$ cat src/rtl/spi_route_master.sv
// -----------------------------------------------------------------------------
// spi_route_master
//
// Purpose:
//   Serial master for an addressed SPI router. One transaction does this:
//     1. It shifts a 5-bit slave index into the router scan register, with
//        REGSEL=1.
//     2. It waits for a short gap, during which REGSEL drops.
//     3. It runs a full-duplex data phase of DATA_W bits, with REGSEL=0.
//     4. It ends with a short tail and a one-cycle done pulse.
//   Each bit period is 2*CLK_DIV cycles of Master_clk: SCLK is low for the
//   first half and high for the second half.
//
// Ports:
//   Master_clk  in   single clock; all state changes on its rising edge
//   RESET       in   asynchronous, active-low reset
//   start       in   transaction request; honoured only in IDLE
//   addr[4:0]   in   target slave index; captured on start
//   tx_data     in   word sent to the slave, MSB first; captured on start
//   SOUT        in   serial return line from the router
//   REGSEL      out  1 = address-scan mode, 0 = slave-data mode
//   SCLK        out  generated serial clock
//   SIN         out  serial data to the router
//   busy        out  high for the whole transaction body
//   done        out  one-cycle completion pulse, following the last busy cycle
//   rx_data     out  word captured from SOUT; updates only with done
//
// Every output comes straight from a flop.
// -----------------------------------------------------------------------------
module spi_route_master #(
    parameter int DATA_W  = 16,
    parameter int CLK_DIV = 4
) (
    input  logic              Master_clk,
    input  logic              RESET,
    input  logic              start,
    input  logic [4:0]        addr,
    input  logic [DATA_W-1:0] tx_data,
    input  logic              SOUT,
    output logic              REGSEL,
    output logic              SCLK,
    output logic              SIN,
    output logic              busy,
    output logic              done,
    output logic [DATA_W-1:0] rx_data
);
    localparam int CNT_W = (CLK_DIV > 1) ? $clog2(CLK_DIV) : 1;
    localparam int BIT_W = 6;
    localparam logic [CNT_W-1:0] CNT_LAST  = CNT_W'(CLK_DIV - 1);
    localparam logic [BIT_W-1:0] ADDR_LAST = BIT_W'(4);
    localparam logic [BIT_W-1:0] DATA_LAST = BIT_W'(DATA_W - 1);

    typedef enum logic [2:0] {
        S_IDLE, S_ADDR, S_GAP, S_DATA, S_TAIL, S_DONE
    } state_t;

    state_t             r_state,   w_state_next;
    logic [CNT_W-1:0]   r_cnt,     w_cnt_next;
    logic [BIT_W-1:0]   r_bit,     w_bit_next;
    logic [4:0]         r_addr,    w_addr_next;
    logic [DATA_W-1:0]  r_tx_sh,   w_tx_sh_next;
    logic [DATA_W-1:0]  r_rx_sh,   w_rx_sh_next;
    logic [DATA_W-1:0]  r_rx_data, w_rx_data_next;
    logic               r_regsel,  w_regsel_next;
    logic               r_sclk,    w_sclk_next;
    logic               r_sin,     w_sin_next;
    logic               r_busy,    w_busy_next;
    logic               r_done,    w_done_next;
    logic               w_half_end;
    logic [DATA_W-1:0]  w_tx_shl;

    assign w_half_end = (r_cnt == CNT_LAST);
    assign w_tx_shl   = r_tx_sh << 1;

    always_comb begin
        w_state_next   = r_state;
        w_cnt_next     = r_cnt;
        w_bit_next     = r_bit;
        w_addr_next    = r_addr;
        w_tx_sh_next   = r_tx_sh;
        w_rx_sh_next   = r_rx_sh;
        w_rx_data_next = r_rx_data;
        w_regsel_next  = 1'b0;
        w_sclk_next    = r_sclk;
        w_sin_next     = r_sin;
        w_busy_next    = r_busy;
        w_done_next    = 1'b0;

        case (r_state)
            S_IDLE: begin
                w_sclk_next = 1'b0;
                w_sin_next  = 1'b0;
                w_busy_next = 1'b0;
                if (start) begin
                    w_state_next = S_ADDR;
                    w_addr_next  = addr;
                    w_tx_sh_next = tx_data;
                    w_cnt_next   = '0;
                    w_bit_next   = '0;
                    // Present the first address bit for the first low half.
                    w_sin_next   = addr[4];
                    w_busy_next  = 1'b1;
                end
            end
            S_ADDR: begin
                if (w_half_end) begin
                    w_cnt_next = '0;
                    if (!r_sclk) begin
                        w_sclk_next = 1'b1;
                    end else begin
                        w_sclk_next = 1'b0;
                        if (r_bit == ADDR_LAST) begin
                            // This falling edge latches the router decoder.
                            // REGSEL is still 1 here and drops one cycle later.
                            w_state_next = S_GAP;
                            w_bit_next   = '0;
                            w_sin_next   = 1'b0;
                        end else begin
                            w_bit_next = r_bit + 1'b1;
                            w_sin_next = r_addr[3'd3 - r_bit[2:0]];
                        end
                    end
                end else begin
                    w_cnt_next = r_cnt + 1'b1;
                end
            end
            S_GAP: begin
                if (w_half_end) begin
                    w_cnt_next   = '0;
                    w_state_next = S_DATA;
                    w_sin_next   = r_tx_sh[DATA_W-1];
                end else begin
                    w_cnt_next = r_cnt + 1'b1;
                end
            end
            S_DATA: begin
                if (w_half_end) begin
                    w_cnt_next = '0;
                    if (!r_sclk) begin
                        // SOUT is sampled on the same edge that raises SCLK.
                        w_sclk_next  = 1'b1;
                        w_rx_sh_next = (r_rx_sh << 1) | DATA_W'(SOUT);
                    end else begin
                        w_sclk_next = 1'b0;
                        if (r_bit == DATA_LAST) begin
                            w_state_next = S_TAIL;
                            w_sin_next   = 1'b0;
                        end else begin
                            w_bit_next   = r_bit + 1'b1;
                            w_tx_sh_next = w_tx_shl;
                            w_sin_next   = w_tx_shl[DATA_W-1];
                        end
                    end
                end else begin
                    w_cnt_next = r_cnt + 1'b1;
                end
            end
            S_TAIL: begin
                if (w_half_end) begin
                    w_cnt_next     = '0;
                    w_state_next   = S_DONE;
                    w_busy_next    = 1'b0;
                    w_done_next    = 1'b1;
                    w_rx_data_next = r_rx_sh;
                end else begin
                    w_cnt_next = r_cnt + 1'b1;
                end
            end
            S_DONE: begin
                w_state_next = S_IDLE;
            end
            default: begin
                w_state_next = S_IDLE;
                w_busy_next  = 1'b0;
            end
        endcase

        // REGSEL is held through the first GAP cycle.
        // The router therefore sees the last address falling edge before mode changes.
        w_regsel_next = (w_state_next == S_ADDR) || (r_state == S_ADDR);
    end

    always_ff @(posedge Master_clk or negedge RESET) begin
        if (!RESET) begin
            r_state   <= S_IDLE;
            r_cnt     <= '0;
            r_bit     <= '0;
            r_addr    <= '0;
            r_tx_sh   <= '0;
            r_rx_sh   <= '0;
            r_rx_data <= '0;
            r_regsel  <= 1'b0;
            r_sclk    <= 1'b0;
            r_sin     <= 1'b0;
            r_busy    <= 1'b0;
            r_done    <= 1'b0;
        end else begin
            r_state   <= w_state_next;
            r_cnt     <= w_cnt_next;
            r_bit     <= w_bit_next;
            r_addr    <= w_addr_next;
            r_tx_sh   <= w_tx_sh_next;
            r_rx_sh   <= w_rx_sh_next;
            r_rx_data <= w_rx_data_next;
            r_regsel  <= w_regsel_next;
            r_sclk    <= w_sclk_next;
            r_sin     <= w_sin_next;
            r_busy    <= w_busy_next;
            r_done    <= w_done_next;
        end
    end

    assign REGSEL  = r_regsel;
    assign SCLK    = r_sclk;
    assign SIN     = r_sin;
    assign busy    = r_busy;
    assign done    = r_done;
    assign rx_data = r_rx_data;

endmodule
$ cat config.mk
export PLATFORM = sky130hd
export DESIGN_NAME = spi_route_master
export DESIGN_NICKNAME = d
export VERILOG_FILES = /design/src/rtl/spi_route_master.sv
export SDC_FILE = /design/constraint.sdc
export NUM_CORES = 1
export LEC_CHECK = 0
export BUFFER_PORTS_ARGS = -buffer_cell sky130_fd_sc_hd__buf_2
export CORE_ASPECT_RATIO = 1.4
export CORE_MARGIN = 2
export CORE_UTILIZATION = 61
export DETAILED_ROUTE_END_ITERATION = 10
export PLACE_DENSITY_LB_ADDON = 0.15
export REMOVE_ABC_BUFFERS = 1
export SYNTH_ARGS = -nofsm -noshare
export SYNTH_HDL_FRONTEND = slang
export SYNTH_SLANG_ARGS = --single-unit
$ cat constraint.sdc
create_clock -name Master_clk -period 3.2 [get_ports Master_clk]
set_clock_uncertainty 0.1 [all_clocks]
set_input_delay 0.64 -clock Master_clk [delete_from_list [all_inputs] [get_ports Master_clk]]
set_output_delay 0.64 -clock Master_clk [all_outputs]
set_load 0.005 [all_outputs]
==> metrics.yaml <==
worst_setup_path:
  cp-start-kind: "flop"
  crit_path_end_kind: "flop"
  arrival_ns: 2.56
  cp_max_fo: 17
  r2r_end: "r_tx_sh[10]"
  path_class: "reg2reg"
  cp-startpoint: "r_state[1]"
  reg2reg_depth: 5
  worstReg2RegStart: "r_state[1]"
  r2r_setup_slack_ns: 0.76
  critical_path_required_ns: 3.32
timing:
  rsz0062_at_grt: "false"
  setup_violations: 0
  fin_ws_ns: 0.759
  fin_crit_sh: 0.763
  hold_viol_final: 0
  tightestPinTransition_ns: 0.837
  maxSlewViolCount: 0
  max_slew_margin: 0.442
  fin_tns_setup_ns: 0
  fmax_mhz: 410
  period_needed_ns: 2.44
pwr:
  power_density_nw_per_um2: 455
  p_leak_uw: 0.00187
  ir_drop_mv: 0.348
yosys:
  synthAdderAreaFrac: 0.0112
  ys_seq_area_frac: 0.514
  synth_edf_count: 0
  yosys_warnings: 0
  synth.cell_area_sq_um: 3360
  synth-xor-area-share: 0
  synth-compound-area-share: 0.0819
  ys_async_sr_fraction: 1.00
  synth_top_family_by_area: "multiplexers"
  muxShareOfSynthArea: 0.245
  netlist_instances: 259
  synth-simple-area-share: 0.0939
  synth.ff_latch_count: 69
  synth_top_flop_cell: "dfrtp_1"
  synth_cell_types: 48
  post_synth.cell_area_avg_sq_um: 13.0
floorplanning:
  start_util: 0.622
  dieArea_sq_um: 6130
  die_height_um: 91.8
  rows: 32
  die_x_um: 66.7
  ios: 46
  core_sq_um: 5410
clock_network:
  cts_buffer_depth: 2
  cts_tree: "done"
  clock_sinks: 69
  cts-resized-gates: 0
  insertion_delay_ns: 0.34
  cts_root_buffer: "clkbuf_8"
  cts_buffers: 9
  clkSlewWorstSetupHoldPaths_ns: 0.07
  htree_levels: 3
  cts_setup_buffers: 0
  hold_buffers: 0
route:
  antenna_left: 0
  drt_iter0_markers: 76
  routed_wl_um: 5890
  routed_via_density: 5.71
  dr.pass1.iters: 4
  drc_errors: 0
  wire_per_inst_um: 15.5
  vias: 2163
global_routing:
  grt_max_degree: 70
  grt_pass1_wl_um: 9940
  grt_overflow_total: 0
  antenna_found_initial: 0
  grt_pass1_vias: 2073
  grt_usage: 0.215
final_layout:
  area_growth_pct: 12.7
  drive_gt1_frac: 0.444
  fin_nets: 334
  diodes: 0
  final_area_sq_um: 3780
placed_design:
  dpl_cell_area_sq_um: 3560
  dpl.hpwl_um: 4090
  pre_cts_ws_ns: 0.812
  place.gp.congestion: 0.863
  numPortBuffers: 45
job:
  cap_violations: 0
min_path:
  hp-class: "in2async"
status:
  status: "completed"
synthesized netlist by cell type (2+ instances only):
library cell  count  area, sq um
nor2b_1           4         25.0
mux2_2           54          608
dfrtp_1          69         1730
nor3_1            2         10.0
mux2_4            8          120
nand3_1           5         25.0
clkbuf_8          2         27.5
a21o_1            2         15.0
nor2_2            2         12.5
and3_1            3         18.8
nand4_1           2         12.5
clkbuf_1          2         7.51
buf_4             2         15.0
ha_1              3         37.5
a221oi_1          3         26.3
nand2b_1          7         43.8
a21oi_1           9         45.0
a211oi_1          2         15.0
nor3_2            2         20.0
nand2_1          14         52.6
o22ai_1           4         25.0
inv_1             9         33.8
o21ai_0           7         35.0
mux2i_1           6         60.1
nor2_1            7         26.3
buf_6             7         78.8
registers in the layout, indices dropped and copies added (netlist names), 2 cells and up:
register  count
rx_data      16
r_cnt         2
r_tx_sh      16
r_bit         6
r_rx_sh      16
r_state       3
r_addr        5
per-stage QoR:
| stage | cells | total power, uW | util | hold slack, ns |
|---|---|---|---|---|
| after global placement | 363 | 945 | 0.658 | 0.382 |
| after CTS | 379 | 1740 | 0.700 | 0.406 |
| after detailed placement | 363 | 945 | 0.658 | 0.390 |
| after floorplan | 245 | 909 | - | 0.244 |
| after global routing | 379 | 1790 | 0.700 | 0.403 |
| final | 379 | 1720 | 0.700 | 0.374 |
placed cells by master, fill, tap and decap left out, types with 6 or more instances in the layout:
cell type	netlist	routed
mux2_2	54	54
a21oi_1	9	9
nor2_1	7	7
mux2i_1	6	6
nand2_1	14	14
buf_2	0	45
inv_1	9	9
clkbuf_8	2	11
mux2_4	8	8
dfrtp_1	69	69
o21ai_0	7	7
nand2b_1	7	7
power by group:
part	total [uW]	internal (uW)	switching, uW
registers	878	876	2.10
clock network	794	482	312
logic	48.9	21.9	26.9
kinds of logic after synthesis:
kind of cell	Yosys count
fa+ha+maj	3
simple gates	54
compound gates	40
buf+inv	23
flops	69
mux	70
area by class of cell:
type	count	area (sq um)
Clock buffer	13	159
Clock inverter	3	67.6
Fill cell	392	1620
Inverter	9	33.8
Multi-Input combinational cell	167	1450
Sequential cell	69	1730
Tap cell	68	85.1
Timing Repair Buffer	50	263
worst max-delay path by stage:
| stage | cells past startpoint | slack (ns) | endpoint |
|---|---|---|---|
| final | 5 | 0.76 | r_tx_sh[10] |
| after global placement | 5 | 0.91 | r_tx_sh[10] |
| after global routing | 5 | 0.59 | r_tx_sh[9] |
| after detailed placement | 5 | 0.81 | r_tx_sh[10] |
| after floorplan | 5 | 1.02 | r_tx_sh[15] |
| after CTS | 5 | 0.79 | r_tx_sh[10] |
per-layer routing:
layer  up-vias  global-route usage  wire [um]
li1       1026                   -          -
met1      1082               0.288       2540
met2        48               0.332       3050
met3         7              0.0638        214
met4         0              0.0748         82
met5         -                   0          0
critical path, cell delays in order (launching register included):
cell	delay, ns
dfrtp_1	0.75
nand4_1	0.25
a21oi_2	0.17
o21a_1	0.44
buf_4	0.28
mux2_4	0.32
(Power assumes the default switching activity.)
